File: src/rtl/riscv_lsu_if.sv
// Data-memory request/ready bus between the load-store unit and memory.
// Signals:
//   req   - access request, held until ready
//   we    - 1 = store, 0 = load
//   be    - byte enables
//   addr  - byte address
//   wd    - lane-replicated store data
//   rd    - read data, valid while ready = 1
//   ready - access complete
// Modports: master (load-store unit), slave (memory).
interface riscv_lsu_if;
  logic        req;
  logic        we;
  logic [3:0]  be;
  logic [31:0] addr;
  logic [31:0] wd;
  logic [31:0] rd;
  logic        ready;

  modport master (output req, we, be, addr, wd, input rd, ready);
  modport slave  (input req, we, be, addr, wd, output rd, ready);
endinterface

File: src/rtl/riscv_lsu.sv
// Load-store unit for the single-issue RISC-V core.
// Takes the decoder's request controls, the ALU-computed address and the rs2
// data. It issues the access on the data-memory bus and stalls the core until
// the access completes. It also formats store lanes and byte enables, and
// extends load data for writeback.
// Ports:
//   clk, rst        - clock, synchronous active-high reset
//   core_req/we     - access request, 1 = store
//   core_size       - 0 B, 1 H, 2 W, 4 BU, 5 HU
//   core_addr/wd    - byte address, store data
//   core_rd         - extended load data, valid in the completion cycle
//   core_stall      - hold PC and pipeline
//   access_fault    - misaligned address or unsupported size, nothing issued
//   bus_error       - one-cycle pulse when the memory times out
//   mem             - data-memory bus (master side)
module riscv_lsu #(
  parameter int unsigned TIMEOUT_CYCLES = 255
) (
  input  logic               clk,
  input  logic               rst,
  input  logic               core_req,
  input  logic               core_we,
  input  logic [2:0]         core_size,
  input  logic [31:0]        core_addr,
  input  logic [31:0]        core_wd,
  output logic [31:0]        core_rd,
  output logic               core_stall,
  output logic               access_fault,
  output logic               bus_error,
  riscv_lsu_if.master        mem
);

  localparam int unsigned CNT_W = (TIMEOUT_CYCLES > 0) ? $clog2(TIMEOUT_CYCLES + 1) : 1;

  typedef enum logic {
    S_IDLE,
    S_WAIT
  } state_t;

  state_t           state_q, state_d;
  logic [CNT_W-1:0] cnt_q, cnt_d;
  logic [1:0]       addr_q, addr_d;
  logic [2:0]       size_q, size_d;
  logic             we_q, we_d;
  logic             fault_c;

  // Unsupported size codes fault regardless of address.
  function automatic logic size_bad(input logic [2:0] s, input logic [1:0] a);
    case (s)
      3'd0, 3'd4: size_bad = 1'b0;
      3'd1, 3'd5: size_bad = a[0];
      3'd2:       size_bad = (a != 2'b00);
      default:    size_bad = 1'b1;
    endcase
  endfunction

  function automatic logic [3:0] be_of(input logic [1:0] s, input logic [1:0] a);
    case (s)
      2'd0:    be_of = 4'b0001 << a;
      2'd1:    be_of = 4'b0011 << {a[1], 1'b0};
      default: be_of = 4'b1111;
    endcase
  endfunction

  function automatic logic [31:0] wd_of(input logic [1:0] s, input logic [31:0] wd);
    case (s)
      2'd0:    wd_of = {4{wd[7:0]}};
      2'd1:    wd_of = {2{wd[15:0]}};
      default: wd_of = wd;
    endcase
  endfunction

  // Lane extraction uses the latched low address bits.
  function automatic logic [31:0] rd_of(input logic [2:0] s, input logic [1:0] a,
                                        input logic [31:0] rd);
    logic [7:0]  b;
    logic [15:0] h;
    b = rd[{a, 3'b000} +: 8];
    h = a[1] ? rd[31:16] : rd[15:0];
    case (s)
      3'd0:    rd_of = {{24{b[7]}}, b};
      3'd4:    rd_of = {24'd0, b};
      3'd1:    rd_of = {{16{h[15]}}, h};
      3'd5:    rd_of = {16'd0, h};
      default: rd_of = rd;
    endcase
  endfunction

  assign fault_c = core_req && size_bad(core_size, core_addr[1:0]);

  // State and latched access attributes.
  always_ff @(posedge clk) begin
    if (rst) begin
      state_q <= S_IDLE;
      cnt_q   <= '0;
      addr_q  <= '0;
      size_q  <= '0;
      we_q    <= 1'b0;
    end else begin
      state_q <= state_d;
      cnt_q   <= cnt_d;
      addr_q  <= addr_d;
      size_q  <= size_d;
      we_q    <= we_d;
    end
  end

  // Next-state and bus/core outputs; everything is held quiet during reset.
  always_comb begin
    state_d      = state_q;
    cnt_d        = cnt_q;
    addr_d       = addr_q;
    size_d       = size_q;
    we_d         = we_q;
    mem.req      = 1'b0;
    mem.we       = 1'b0;
    mem.be       = 4'b0000;
    mem.addr     = core_addr;
    mem.wd       = core_wd;
    core_rd      = 32'd0;
    core_stall   = 1'b0;
    access_fault = 1'b0;
    bus_error    = 1'b0;

    if (!rst) begin
      case (state_q)
        S_IDLE: begin
          if (fault_c) begin
            access_fault = 1'b1;
          end else if (core_req) begin
            mem.req    = 1'b1;
            mem.we     = core_we;
            mem.be     = be_of(core_size[1:0], core_addr[1:0]);
            mem.wd     = wd_of(core_size[1:0], core_wd);
            core_stall = 1'b1;
            addr_d     = core_addr[1:0];
            size_d     = core_size;
            we_d       = core_we;
            cnt_d      = '0;
            state_d    = S_WAIT;
          end
        end
        S_WAIT: begin
          mem.req = 1'b1;
          mem.we  = we_q;
          mem.be  = be_of(size_q[1:0], addr_q);
          mem.wd  = wd_of(size_q[1:0], core_wd);
          // A ready arriving in the timeout cycle still completes the access.
          if (mem.ready) begin
            core_rd = rd_of(size_q, addr_q, mem.rd);
            state_d = S_IDLE;
          end else if ((TIMEOUT_CYCLES != 0) && (cnt_q == CNT_W'(TIMEOUT_CYCLES))) begin
            bus_error = 1'b1;
            cnt_d     = '0;
            state_d   = S_IDLE;
          end else begin
            core_stall = 1'b1;
            cnt_d      = cnt_q + CNT_W'(1);
          end
        end
        default: state_d = S_IDLE;
      endcase
    end
  end

endmodule

File: src/flat_wrapper.sv
// flat-port wrapper written by rule: the top's interface ports become plain ports
module riscv_lsu_flat 
#(
  parameter int unsigned TIMEOUT_CYCLES = 255
)
  (clk, rst, core_req, core_we, core_size, core_addr, core_wd, core_rd, core_stall, access_fault, bus_error, mem_req, mem_we, mem_be, mem_addr, mem_wd, mem_rd, mem_ready);
  riscv_lsu_if mem_i ();
  input  logic clk;
  input  logic rst;
  input  logic core_req;
  input  logic core_we;
  input  logic [2:0] core_size;
  input  logic [31:0] core_addr;
  input  logic [31:0] core_wd;
  output logic [31:0] core_rd;
  output logic core_stall;
  output logic access_fault;
  output logic bus_error;
  output wire logic [$bits(mem_i.req)-1:0] mem_req;
  output wire logic [$bits(mem_i.we)-1:0] mem_we;
  output wire logic [$bits(mem_i.be)-1:0] mem_be;
  output wire logic [$bits(mem_i.addr)-1:0] mem_addr;
  output wire logic [$bits(mem_i.wd)-1:0] mem_wd;
  input wire logic [$bits(mem_i.rd)-1:0] mem_rd;
  input wire logic [$bits(mem_i.ready)-1:0] mem_ready;
  assign mem_req = mem_i.req;
  assign mem_we = mem_i.we;
  assign mem_be = mem_i.be;
  assign mem_addr = mem_i.addr;
  assign mem_wd = mem_i.wd;
  assign mem_i.rd = mem_rd;
  assign mem_i.ready = mem_ready;
  riscv_lsu #(.TIMEOUT_CYCLES(TIMEOUT_CYCLES)) u_core (.clk(clk), .rst(rst), .core_req(core_req), .core_we(core_we), .core_size(core_size), .core_addr(core_addr), .core_wd(core_wd), .core_rd(core_rd), .core_stall(core_stall), .access_fault(access_fault), .bus_error(bus_error), .mem(mem_i));
endmodule
File: config.mk
export PLATFORM = sky130hd
export DESIGN_NAME = riscv_lsu_flat
export DESIGN_NICKNAME = d
export VERILOG_FILES = /design/src/rtl/riscv_lsu_if.sv /design/src/rtl/riscv_lsu.sv /design/src/flat_wrapper.sv
export SDC_FILE = /design/constraint.sdc
export NUM_CORES = 1
export LEC_CHECK = 0
export ABC_CLOCK_PERIOD_IN_PS = 4800
export CAP_MARGIN = 20
export CORE_MARGIN = 2
export CORE_UTILIZATION = 35
export CTS_CLUSTER_DIAMETER = 40
export CTS_CLUSTER_SIZE = 10
export DETAILED_ROUTE_END_ITERATION = 12
export PLACE_DENSITY = 0.86
export SETUP_SLACK_MARGIN = 0.5
export SYNTH_ARGS = -nofsm -noshare
export SYNTH_HDL_FRONTEND = slang
export SYNTH_SLANG_ARGS = --single-unit
File: constraint.sdc
create_clock -name clk -period 4.8 [get_ports clk]
set_clock_uncertainty 0.2 [all_clocks]
set_input_delay 0.48 -clock clk [delete_from_list [all_inputs] [get_ports clk]]
set_output_delay 0.48 -clock clk [all_outputs]
set_load 0.03 [all_outputs]
Word-level counts from Yosys, hierarchy flattened. Cells that the tools add are included. Widths: inputs -> output; s select.

Add/subtract/negate cells: 1. Multiplexer cells: 42. Reductions and logical operators: 10. Shift operators: 5. Eq/ne operators: 13. Bitwise logic cells: 2.

Operators with widths (number): $mux 32 (6); $pmux 32 s2 (3); $pmux 32 s4 (1); $mux 8 (4); $shiftx 32x6->8 (1); $pmux 4 s2 (3); $mux 1 (16); $mux 16 (1); $pmux 8 s2 (1); $eq 3x3->1 const B (4); $mux 4 (3); $add 8x1->8 const B (1); $eq 8x8->1 const B (1); $shl 1x2->4 const A (2); $shl 2x2->4 const A (2); $eq 3x1->1 const B (2); $logic_not 3->1 (2); $ne 2x2->1 const B (3); $pmux 1 s2 (3); $reduce_and 3->1 (2); $eq 2x1->1 const B (2); $logic_not 2->1 (2); $reduce_or 2->1 (2); $eq 3x2->1 const B (1); other kinds (4) (5).

Output and inout bits: 105. Register bits: 15.

Depth between registers and ports, before layout.
Depth in word-level cells: 7. Gate-level depth with buffers: 8.

Worst setup path before layout. OpenSTA, ideal clock, no wires.

Kind: register to output. Start point: register u_core.addr_q[1]. End point: output port mem_be[3]. Path buffers: 3. Stages on the path, launching flop included: 6. Setup slack: 1.904 ns. Arrival time: 2.216 ns. Cells stage by stage: dfxtp_1 -> buf_1 -> buf_1 -> clkbuf_1 -> o21ai_0 -> a221oi_1.

Longest elaborated chain between the ends: 4. Elaborated cells between the ends (all ways): 5. Those cells by class: shift: 2; mux: 3.

Ends and longest elaborated chain: start, declared (RTL line riscv_lsu.sv:42) `logic [1:0] addr_q, addr_d;`; start signal, assigned (RTL line riscv_lsu.sv:102) `addr_q <= addr_d;`; $shl 2x2->4 or $shl 1x2->4 (tied branches) (RTL line riscv_lsu.sv:60, riscv_lsu.sv:59); $pmux 4 s2 (*) (RTL line riscv_lsu.sv:58) `case (s)`; $pmux 4 s2 (*) (RTL line riscv_lsu.sv:126) `case (state_q)`; $mux 4 (*) (RTL line riscv_lsu.sv:125) `if (!rst) begin`; end, declared (RTL line flat_wrapper.sv:21) `output wire logic [$bits(mem_i.be)-1:0] mem_be;`.

Every way passes the cells marked *; elsewhere a longest branch is shown, timed or not.

Final worst setup path.
Start point: input port core_size[0]. End point: output port mem_wd[25].

Longest elaborated chain between the ends: 7. Elaborated cells between the ends (all ways): 16. Those cells by class: eq/ne: 5; mux: 6; reduce/logical: 5.

Ends and longest elaborated chain: start, declared (RTL line flat_wrapper.sv:12) `input logic [2:0] core_size;`; $eq 3x1->1 (tied with other cells) (RTL line riscv_lsu.sv:49) `case (s)`; $reduce_or 2->1 (RTL line riscv_lsu.sv:49); $pmux 1 s3 (RTL line riscv_lsu.sv:49); $logic_and 1x1->1 (RTL line riscv_lsu.sv:89) `assign fault_c = core_req && size_bad(core_size, core_addr[1:0]);`; $mux 32 (*) (RTL line riscv_lsu.sv:128) `if (fault_c) begin`; $pmux 32 s2 (*) (RTL line riscv_lsu.sv:126); $mux 32 (*) (RTL line riscv_lsu.sv:125); end, declared (RTL line flat_wrapper.sv:23) `output wire logic [$bits(mem_i.wd)-1:0] mem_wd;`.

Marked as above.

==> results.md <==
- Core outline area: 0.00721 sq mm
- Chip Width: 90.3 um
- Filler Cell Count: 708
- Number of global-route vias before repair: 3066
- Slowest library cell on the worst path: sky130_fd_sc_hd__clkdlybuf4s50_1
- Switching part of the total power: 0.407
- Number of standard-cell rows in the floorplan: 31
- Vias post-DR: 3329
- Sequential-to-total area share from yosys stat: 0.115
- Final net count: 587
- Number of iterations in the first detailed-routing pass: 5
- Crit path arrival time: 3310 ps
- Buffers from clock root to sink, at most: 2
- Critical Path RT: 4120 ps
- 1st-iter DRT viols: 244
- Worst-path maximum fanout: 14
- Most common cell after layout, fill and taps aside: sky130_fd_sc_hd__clkdlybuf4s50_1
- Top Usage Layer GRT: met2
- Fin. max-slew vios: 0
- Placer Congestion: 0.943
- PnR Total Power: 582 uW
- Area occupied by multi-input gates: 0.00183 sq mm
- Ys async rst share: 0
- Clock period minus worst slack: 3990 ps
- Syn Inst Count: 388
- Main combinational cell family by area after synthesis: compound AO/OA/AOI/OAI gates
- Starting Density: 0.361
- Distinct cells, synth: 52
- Internal Pwr Total: 345 uW
- Portion of netlist area occupied by mux cells: 0.145
- Met2 usage: 0.394
- Pleak: 0.00137 uW
- Simple logic cell fraction of the synthesized area: 0.240
- Wire length of the first global-routing pass: 15.3 mm
- Primary flip-flop cell chosen by synthesis mapping: sky130_fd_sc_hd__dfxtp_1
- Num CTS Buffers: 3
- Result of the run: finished, final reports clean
- Slew at the pin closest to its max-slew limit: 757 ps
- Largest net degree at the start of global routing: 36
- Routed length per placed instance: 17.0 um
- Ant. Diodes: 0
- H-tree depth: 1
- Met1 track demand over resource in global routing: 0.273
- Number of flops mapped to enable cells by yosys: 0
- Seq. cell area: 300 sq um
- Signed area change from the synthesized netlist to the final layout: 49.2%
- Combinational group share of total power: 0.587
- Clock power frac: 0.180
- CTS Root Buffer Type: sky130_fd_sc_hd__clkbuf_8
- Max_cap viols: 0
- Final count of hold timing violations: 0
- Number of nets with antenna violations after detailed routing: 0
- Synthesized netlist net count: 493
- Hold Slack: 273 ps
- Path type of the worst setup path: primary input to output pin
- Chip height: 90.3 um
- Die Outline Area: 0.00816 sq mm
- M3 GR Usage: 0.0267
- Capturing element type of the critical path: output pin
- Count of unresolved DRC violations after routing: 0
- Warnings, synthesis: 0
- Setup-failing EPs final: 0
- Synth Cell Area: 0.00261 sq mm
- Post-synthesis compound-gate area fraction: 0.305
- Clock sinks: 15
- Estimated wirelength of the detail-placed design: 7.62 mm
- Number of antenna violations at the first check in global routing: 0
- Cell occurring most often along the worst timing path: sky130_fd_sc_hd__clkdlybuf4s50_1
- Post-Syn Area per Cell: 6.72 sq um
- Ports placed on the boundary: 209
- Maximum operating frequency: 251 MHz
- Max VDD drop: 106 uV
- Setup TNS: 0 ps
- Hold-fix buffers at CTS: 0
- Buffers inserted by post-CTS timing repair: 0
- Total overflow reported by the global router: 0
- Parity-gate share of the synthesized area counting xor and xnor cells: 0.00672
- Share of total power in sequential cells: 0.233
- Buffers on Ports: 148
- Most frequent cells in the layout: sky130_fd_sc_hd__clkdlybuf4s50_1, sky130_fd_sc_hd__nand2_1, sky130_fd_sc_hd__a21oi_1
- Hold/Removal Path Class: flop to flop
- Max-slew headroom: 0.496
- Total wire length after detailed routing: 9.87 mm
- Vias per std cell: 5.74
- Adder and majority gate portion of the synthesized area: 0.00480
- Setup repair after global routing missed its margin: false
- Critical path startpoint category: primary input
- TritonCTS clock tree: done
- Switching component of the power: 237 uW
- Post-route clock period utilization: 0.831
- Pwr per Cell Area: 150 mW/mm^2
- Synth Register Bits: 15
- Largest stage delay, worst path: 600 ps
- Cells traversed along the worst timing path: clkdlybuf4s50_1 > buf_4 > a21bo_1 > or4_1 > and2_4 > a221o_1 > clkdlybuf4s50_1
- Ratio of cells with drive above 1 in the final layout: 0.0728
- Cts repair resizes: 0
- Worst-skew pair later-pin latency: 250 ps
- Clock edge transition at the registers on the reported setup and hold paths: 70 ps
- Global-route usage over all layers: 0.221
==> layout make-up <==
type                       instances  area share
sequential                        15      0.0772
timing repair buffer             156       0.396
tap                               99      0.0318
multi-input combinational        293       0.471
inverter                          13      0.0125
clock buffer                       4      0.0116
==> kinds of logic after synthesis <==
group / Yosys count
mux: 36
simple gates: 136
flops: 15
buf+inv: 80
compound gates: 118
xor+xnor: 2
fa+ha+maj: 1
==> path summary, 6_finish.rpt <==
check | startpoint | endpoint | slack, ps | cells after the start
worst max-delay path | core_size[0] | mem_wd[25] | 810 | 7
worst min register to register | u_core.size_q[2] | u_core.size_q[2] | 270 | 2
worst min-delay path | u_core.size_q[2] | u_core.size_q[2] | 270 | 2
worst max register to register | u_core.state_q | u_core.cnt_q[7] | 2580 | 4
==> synthesized netlist by cell type (2+ instances only) <==
| master | number | share of area |
|---|---|---|
| sky130_fd_sc_hd__a211o_1 | 2 | 0.0067 |
| sky130_fd_sc_hd__a211oi_1 | 6 | 0.017 |
| sky130_fd_sc_hd__a21o_1 | 2 | 0.0058 |
| sky130_fd_sc_hd__a21oi_1 | 38 | 0.073 |
| sky130_fd_sc_hd__a221o_1 | 8 | 0.031 |
| sky130_fd_sc_hd__a221oi_1 | 5 | 0.017 |
| sky130_fd_sc_hd__a22o_1 | 2 | 0.0067 |
| sky130_fd_sc_hd__a22oi_1 | 2 | 0.0058 |
| sky130_fd_sc_hd__a31oi_1 | 5 | 0.012 |
| sky130_fd_sc_hd__a32oi_1 | 2 | 0.0067 |
| sky130_fd_sc_hd__and2_1 | 2 | 0.0048 |
| sky130_fd_sc_hd__and3_1 | 2 | 0.0048 |
| sky130_fd_sc_hd__buf_1 | 6 | 0.0086 |
| sky130_fd_sc_hd__buf_2 | 2 | 0.0038 |
| sky130_fd_sc_hd__buf_4 | 40 | 0.12 |
| sky130_fd_sc_hd__buf_6 | 3 | 0.013 |
| sky130_fd_sc_hd__clkbuf_1 | 16 | 0.023 |
| sky130_fd_sc_hd__dfxtp_1 | 15 | 0.12 |
| sky130_fd_sc_hd__inv_1 | 12 | 0.017 |
| sky130_fd_sc_hd__mux2_2 | 15 | 0.065 |
| sky130_fd_sc_hd__mux2i_1 | 21 | 0.081 |
| sky130_fd_sc_hd__nand2_1 | 52 | 0.075 |
| sky130_fd_sc_hd__nand2b_1 | 9 | 0.022 |
| sky130_fd_sc_hd__nand3_1 | 3 | 0.0058 |
| sky130_fd_sc_hd__nand4_1 | 2 | 0.0048 |
| sky130_fd_sc_hd__nor2_1 | 36 | 0.052 |
| sky130_fd_sc_hd__nor2b_1 | 8 | 0.019 |
| sky130_fd_sc_hd__nor3_1 | 9 | 0.017 |
| sky130_fd_sc_hd__nor3b_1 | 3 | 0.0086 |
| sky130_fd_sc_hd__nor4_1 | 4 | 0.0096 |
| sky130_fd_sc_hd__o2111a_1 | 2 | 0.0086 |
| sky130_fd_sc_hd__o211ai_1 | 2 | 0.0058 |
| sky130_fd_sc_hd__o21ai_0 | 21 | 0.040 |
| sky130_fd_sc_hd__o221a_2 | 5 | 0.022 |
| sky130_fd_sc_hd__o22ai_1 | 8 | 0.019 |
| sky130_fd_sc_hd__or4_1 | 2 | 0.0058 |
==> power by group through the flow <==
stage          sequential, uW  combinational, uW  clock (uW)
3_5_place_dp              138                339           0
3_3_place_gp              138                331           0
2_1_floorplan             133                238           0
4_1_cts                   135                341         105
5_1_grt                   136                362         112
6_report                  135                342         105
==> metal layers <==
layer,vias up,share of wire,wire length [um]
li1,1561,-,-
met1,1545,0.40,3990
met2,183,0.50,4900
met3,40,0.067,666
met4,0,0.031,308
met5,-,0,0
==> sequential cells by signal (all words and copies together) (netlist names) <==
register	count
u_core.state_q	1
u_core.cnt_q	8
u_core.size_q	3
u_core.we_q	1
u_core.addr_q	2
==> through the flow <==
stage           util  cells  setup slack [ps]  instance area (sq um)
6_report       0.539    580               812                   3890
2_1_floorplan      -    388              1900                   2610
3_5_place_dp   0.533    576               819                   3850
3_3_place_gp   0.532    575               934                   3840
4_1_cts        0.539    580               814                   3890
5_1_grt        0.539    580               753                   3890
==> worst max-delay path: cells and delay by family <==
kind,cells,cell delay (ps)
buffers and inverters,3,1420
AO/OA/AOI/OAI,2,570
AND/OR/NAND/NOR,2,840
No activity file was read; power rests on OpenSTA's default activity.
